[src/rtl/uart_transmitter.sv]
`timescale 1ns/1ps
// UART transmitter: 8N1 frames at Clk_per_bit Master_Clk cycles per bit, LSB first.
// Define UART_TX_PARITY_EN to insert an even-parity bit between data bit 7 and stop.
module uart_transmitter #(
  parameter int unsigned Clk_per_bit = 32
) (
  input  logic       Master_Clk,
  input  logic       Master_Rst_n,
  input  logic       Tx_DataValid,
  input  logic [7:0] Tx_Byte,
  output logic       Serial_Out,
  output logic       Tx_Active,
  output logic       Tx_Done
);

  localparam logic [7:0] CNT_LAST = 8'(Clk_per_bit - 1);

  typedef enum logic [2:0] {
    IDLE    = 3'd0,
    START   = 3'd1,
    DATA    = 3'd2,
`ifdef UART_TX_PARITY_EN
    PARITY  = 3'd3,
`endif
    STOP    = 3'd4,
    CLEANUP = 3'd5
  } state_t;

  state_t     state_q, state_d;
  logic [7:0] cnt_q, cnt_d;
  logic [2:0] idx_q, idx_d;
  logic [7:0] byte_q, byte_d;
  logic       serial_d, active_d, done_d;
  logic       bit_end;

  assign bit_end = (cnt_q == CNT_LAST);

  // Outputs are registered from the current state, so the line follows the
  // state register by one edge: acceptance at edge N shows the start bit at N+1.
  always_comb begin
    state_d  = state_q;
    cnt_d    = cnt_q;
    idx_d    = idx_q;
    byte_d   = byte_q;
    serial_d = 1'b1;
    active_d = 1'b0;
    done_d   = 1'b0;
    case (state_q)
      IDLE: begin
        cnt_d = '0;
        idx_d = '0;
        if (Tx_DataValid) begin
          byte_d  = Tx_Byte;
          state_d = START;
        end
      end
      START: begin
        serial_d = 1'b0;
        active_d = 1'b1;
        cnt_d    = bit_end ? '0 : 8'(cnt_q + 8'd1);
        if (bit_end) state_d = DATA;
      end
      DATA: begin
        serial_d = byte_q[idx_q];
        active_d = 1'b1;
        cnt_d    = bit_end ? '0 : 8'(cnt_q + 8'd1);
        if (bit_end) begin
          if (idx_q == 3'd7) begin
            idx_d = '0;
`ifdef UART_TX_PARITY_EN
            state_d = PARITY;
`else
            state_d = STOP;
`endif
          end else begin
            idx_d = 3'(idx_q + 3'd1);
          end
        end
      end
`ifdef UART_TX_PARITY_EN
      PARITY: begin
        serial_d = ^byte_q;
        active_d = 1'b1;
        cnt_d    = bit_end ? '0 : 8'(cnt_q + 8'd1);
        if (bit_end) state_d = STOP;
      end
`endif
      STOP: begin
        active_d = 1'b1;
        cnt_d    = bit_end ? '0 : 8'(cnt_q + 8'd1);
        if (bit_end) state_d = CLEANUP;
      end
      CLEANUP: begin
        done_d  = 1'b1;
        cnt_d   = '0;
        state_d = IDLE;
      end
      default: begin
        cnt_d   = '0;
        idx_d   = '0;
        state_d = IDLE;
      end
    endcase
  end

  always_ff @(posedge Master_Clk or negedge Master_Rst_n) begin
    if (!Master_Rst_n) begin
      state_q    <= IDLE;
      cnt_q      <= '0;
      idx_q      <= '0;
      byte_q     <= '0;
      Serial_Out <= 1'b1;
      Tx_Active  <= 1'b0;
      Tx_Done    <= 1'b0;
    end else begin
      state_q    <= state_d;
      cnt_q      <= cnt_d;
      idx_q      <= idx_d;
      byte_q     <= byte_d;
      Serial_Out <= serial_d;
      Tx_Active  <= active_d;
      Tx_Done    <= done_d;
    end
  end

endmodule

[config.mk]
export PLATFORM = sky130hd
export DESIGN_NAME = uart_transmitter
export DESIGN_NICKNAME = d
export VERILOG_FILES = /design/src/rtl/uart_transmitter.sv
export SDC_FILE = /design/constraint.sdc
export NUM_CORES = 1
export LEC_CHECK = 0
export CORE_MARGIN = 10
export CORE_UTILIZATION = 45
export CTS_CLUSTER_SIZE = 28
export DETAILED_ROUTE_END_ITERATION = 8
export PLACE_DENSITY = 0.75
export SLEW_MARGIN = 20
export SYNTH_ARGS = -nofsm -noshare
export SYNTH_HDL_FRONTEND = slang
export SYNTH_SLANG_ARGS = --single-unit
[constraint.sdc]
create_clock -name Master_Clk -period 2 [get_ports Master_Clk]
set_input_delay 0.4 -clock Master_Clk [delete_from_list [all_inputs] [get_ports Master_Clk]]
set_output_delay 0.4 -clock Master_Clk [all_outputs]
set_load 0.05 [all_outputs]
==> results.cfg, run 1 <==
[layout]
final_common_cell = dfrtp_1
nNetsFinal = 132
n_antenna_cell = 0
nFillCells = 231
final_area_sq_mm = 0.001384
final_cell_mix = dfrtp_1 (24), clkdlybuf4s50_1 (12), nor2_1 (11)
final_cells = 147
area_growth_pct = 13.90
post-route-util_pct = 54.86
post_route_cells_drive_above_1_share_pct = 19.66

[sta]
fin_crit_ns = 1.856
drv_slew = 0
relSlewSlack_pct = 67.03
min_period_over_period_pct = 92.81
fmax_mhz = 538.7
whs_ns = 0.4257
finalSetupTns_ns = 0
clock_skew_ns = 0.001779
rsz0062_at_grt = false
hold_violations = 0
worst_pin_slew_ns = 0.4930
setup_viol = 0

[floorplanning]
ios = 14
chipHeight_microns = 71.96
core_sq_mm = 0.002522
initial_core_util_pct = 48.16
rows = 18
dieArea_sq_mm = 0.005178
dieWidth_microns = 71.96

[critical_path]
critical-path-top-delay-family = buffers and inverters
crit_path_end_kind = output port
max_stage_delay_ns = 0.79
critPathBufInv = 1
startpoint_type = flip-flop
worstPathRequired_ns = 1.60
slowest_stage = clkdlybuf4s50_1
path_cells = clkdlybuf4s50_1
cp.arrival_ns = 1.46
path_class = flip-flop to output port
r2r_cells = 3
crit_cells = 1
critPathMaxFanout = 1

[placement]
dp.cells = 143
hpwl_microns = 1563
placed_cell_area_sq_mm = 0.001358
place_congestion = 0.7939
io_buffer_count = 13

[power_and_ir_drop]
power.density_mw_per_mm2 = 1095
internal-power_mw = 1.001
pwr-share-clk_pct = 14.8
ir_drop_mv = 0.6768
p_sw_share_pct = 33.92
comb_power_share_pct = 31.9
p_seq_share_pct = 53.3
switchingPower_mw = 0.5138
power_leakage_nw = 0.5882

[cts]
cts_max_level = 1
clkLatencyLatePin_ns = 0.32
cts_buffers = 3
cts_tree = done
clk_pin_slew_worst_paths_ns = 0.13
cts_resized = 0
cts-root-buf = clkbuf_4
cts_hold_buf = 0
cts_setup_buffers = 0
cts.sinks = 25
clock_path_buffers = 2

[yosys]
syn_nets = 116
ys.flop_type = dfrtp_1
synth-edff-count = 0
syn_area_per_cell_sq_um = 11.91
yosysWarnings = 0
ys_seq_area_share_pct = 51.60
synth.distinct_cells = 29
synthCells = 102
ys_ff_latch = 25
netlist_area_sq_mm = 0.001215
ys_async_sr_fraction_pct = 100.0

[global_route]
grt_start_max_net_pins = 26
grtUsageTotal_pct = 8.612
grt_pass1_wl_microns = 3705
grt_pass1_vias = 851
antenna_found_initial = 0
grt-ovfl-total = 0

[drt]
wire_per_inst_microns = 14.14
drc = 0
drt_iter0_drc = 32
viasPerCell = 5.422
num_vias = 797
ant_nets = 0
finalWirelength_microns = 2079
dr.pass1.iters = 4

[hold_path]
hp-class = input pin to asynchronous set/reset pin

[flow_run]
maxCapViolCount = 0

[status]
status = finished, final reports clean
## final cells by class
class | instances | area [sq um] | area share [%]
inverter | 2 | 7.507 | 0.5425
multi-input combinational | 70 | 535.5 | 38.70
tap | 30 | 37.54 | 2.712
timing repair buffer | 16 | 150.1 | 10.85
sequential | 25 | 626.9 | 45.30
clock buffer | 4 | 26.28 | 1.899
## worst paths after layout
path	start	end	slack [ns]
min in group Master_Clk	cnt_q[0]	cnt_q[0]	0.48
max	Tx_Done	Tx_Done	0.14
max reg2reg	state_q[1]	byte_q[0]	0.38
max in group asynchronous	Master_Rst_n	Serial_Out	1.29
min	Master_Rst_n	Tx_Done	0.43
min reg2reg	cnt_q[0]	cnt_q[0]	0.48
## synth_stat cells, types with 3 or more instances
cell	n	area share [%]
xor2_1	4	2.9
nor2_1	11	3.4
nand3_1	4	1.6
dfrtp_1	24	49
ha_1	3	3.1
o22ai_1	3	1.5
and3_1	3	1.5
nand2_1	7	2.2
mux2_2	8	7.4
a21oi_1	3	1.2
mux2i_1	7	5.8
o21ai_0	3	1.2
## per-stage QoR
stage / setup WS [ns] / power [mW]
floorplan: 0.4278 / 1.167
global placement: 0.2514 / 1.280
detailed placement: 0.1903 / 1.312
CTS: 0.1201 / 1.539
global route: 0.08182 / 1.628
finish: 0.1437 / 1.515
## layer usage
layer,routed length (microns),up-vias,global-route usage (%)
met5,0,-,0
li1,-,388,-
met4,28,0,3.871
met2,1083,12,15.78
met3,79,4,2.177
met1,888,393,8.989
## flip-flops by register name, indices dropped and copies added (netlist names)
signal      count
state_q         3
byte_q          8
Tx_Done         1
idx_q           3
Tx_Active       1
cnt_q           8
Serial_Out      1
## power groups by stage
stage / registers [mW] / clock network [mW] / logic [mW]
global placement: 0.812 / 0 / 0.468
finish: 0.807 / 0.224 / 0.483
detailed placement: 0.823 / 0 / 0.490
CTS: 0.810 / 0.236 / 0.494
global route: 0.836 / 0.249 / 0.543
floorplan: 0.830 / 0 / 0.337
## cell families after synthesis
family / synth area share, %
fa+ha+maj: 3.090
flops: 51.60
mux: 15.04
xor+xnor: 4.325
compound gates: 6.796
simple gates: 14.83
buf+inv: 4.326
Power figures use the tool's default switching activity.
==> run 2, diff against run 1 <==
- CORE_ASPECT_RATIO: default -> 1.5
==> run 2 against run 1 <==
  * Via count decreased by 0.50%
  * First-iteration DRC count decreased by 72%
  * Global-route usage decreased by 0.15 points
  * Cell area increased by 2.0%
  * Non-clock buffer count unchanged
  * Sequential power increased by 0.5%
  * Core utilization decreased by 0.97 points
  * Maximum frequency increased by 4.0%
  * Die area increased by 0.82%
  * Combinational power about the same
  * Setup slack improved by 0.071 ns
  * Routed wire length decreased by 0.38%
  * Largest cell class unchanged
==> results.cfg, run 2 (synthesis results as in run 1) <==
[sta]
fmax_mhz = 560.1
rsz0062_at_grt = false
setup_viol = 0
hold_violations = 0
drv_slew = 0
clock_skew_ns = 0.002185
setup_slack_ns = 0.2145
min_period_over_period_pct = 89.27
relSlewSlack_pct = 66.66
fin_crit_ns = 1.785
finalSetupTns_ns = 0
worst_pin_slew_ns = 0.4985

[layout]
multi_input_area_sq_um = 535.5
final_cell_mix = dfrtp_1 (24), clkdlybuf4s50_1 (12), nor2_1 (11)
n_antenna_cell = 0
final-seq-area_sq_um = 626.9
post_route_cells_drive_above_1_share_pct = 19.66
nNetsFinal = 132
nFillCells = 240
final_cells = 154
area_growth_pct = 16.17
final_area_sq_mm = 0.001411
reg.largest.list = byte_q (8), cnt_q (8)
final_common_cell = dfrtp_1

[critical_path]
critPathBufInv = 1
crit_cells = 1
crit_path_end_kind = output port
critPathMaxFanout = 1
r2r-start = state_q[0]
path_cells = clkdlybuf4s50_1
ff2ff_setup_slack_ns = 0.39
slowest_stage = clkdlybuf4s50_1
worstPathRequired_ns = 1.60
max_stage_delay_ns = 0.80
r2r-end = byte_q[0]
cp.arrival_ns = 1.39
startpoint_type = flip-flop
critical-path-top-delay-family = buffers and inverters
path_class = flip-flop to output port
r2r_cells = 3
critPathLaunch = Tx_Active
cp-endpoint = Tx_Active

[cts]
cts-root-buf = clkbuf_8
cts_buffers = 3
clock_path_buffers = 2
cts_setup_buffers = 0
clk_pin_slew_worst_paths_ns = 0.08
cts_tree = done
clkLatencyLatePin_ns = 0.26
cts.sinks = 25
cts_hold_buf = 0
cts_max_level = 1
cts_resized = 0

[drt]
num_vias = 793
wire_per_inst_microns = 13.45
dr.pass1.iters = 3
ant_nets = 0
viasPerCell = 5.149
drc = 0
drt_iter0_drc = 9
finalWirelength_microns = 2071

[power_and_ir_drop]
power.density_mw_per_mm2 = 1117
ir_drop_mv = 0.6248
pwr-share-clk_pct = 18.0
internal-power_mw = 1.067
switchingPower_mw = 0.5097
power_leakage_nw = 0.5960
p_total_mw = 1.576
p_seq_share_pct = 51.4
p_sw_share_pct = 32.33
comb_power_share_pct = 30.5

[placement]
placed_cell_area_sq_mm = 0.001366
io_buffer_count = 13
post-place-ws_ns = 0.2207
hpwl_microns = 1584
dp.cells = 150
place_congestion = 0.7642

[floorplanning]
chipHeight_microns = 83.64
dieArea_sq_mm = 0.005221
initial_core_util_pct = 46.39
ios = 14
dieWidth_microns = 62.43
core_sq_mm = 0.002619
rows = 23

[global_route]
met3_usage_pct = 1.747
grt_start_max_net_pins = 26
use_met2_pct = 15.64
grtUsageTotal_pct = 8.465
grt_pass1_vias = 878
grt-ovfl-total = 0
grt_pass1_wl_microns = 3732
antenna_found_initial = 0
grt_util_met1_pct = 8.623
busiest_layer = met2

[flow_run]
maxCapViolCount = 0

[status]
status = finished, final reports clean

[hold_path]
hp-class = flip-flop to flip-flop
min_path_cells = 1
## run 2: cell type report
cell class | count | share of cell area, %
sequential | 25 | 44.41
timing repair buffer | 16 | 10.64
inverter | 2 | 0.5319
clock buffer | 4 | 3.191
multi-input combinational | 70 | 37.94
tap | 37 | 3.280
## run 2: through the flow
step | hold WS [ns] | util (%)
final | 0.4614 | 53.89
after global routing | 0.4895 | 53.89
after CTS | 0.4656 | 53.89
after detailed placement | 0.4543 | 52.17
after global placement | 0.4438 | 52.17
after floorplan | 0.1044 | -
## run 2: how the worst min path moves through the flow
stage                  from         to  slack, ns
2_1_floorplan  Master_Rst_n  Tx_Active       0.10
3_3_place_gp       cnt_q[0]   cnt_q[0]       0.44
3_5_place_dp       cnt_q[0]   cnt_q[0]       0.45
4_1_cts            cnt_q[0]   cnt_q[0]       0.47
5_1_grt            cnt_q[0]   cnt_q[0]       0.49
6_report           cnt_q[0]   cnt_q[0]       0.46
## run 2: metal layers
metal	vias to the layer above	share of wire, %
met5	-	0
met4	0	1.8
met3	4	1.8
met2	12	54
met1	390	42
li1	387	-
## run 2: power by group through the flow
stage	clock network [mW]	logic (mW)	registers, mW
floorplan	0	0.337	0.830
global placement	0	0.470	0.812
detailed placement	0	0.490	0.822
CTS	0.294	0.493	0.813
global route	0.316	0.542	0.838
finish	0.284	0.481	0.811
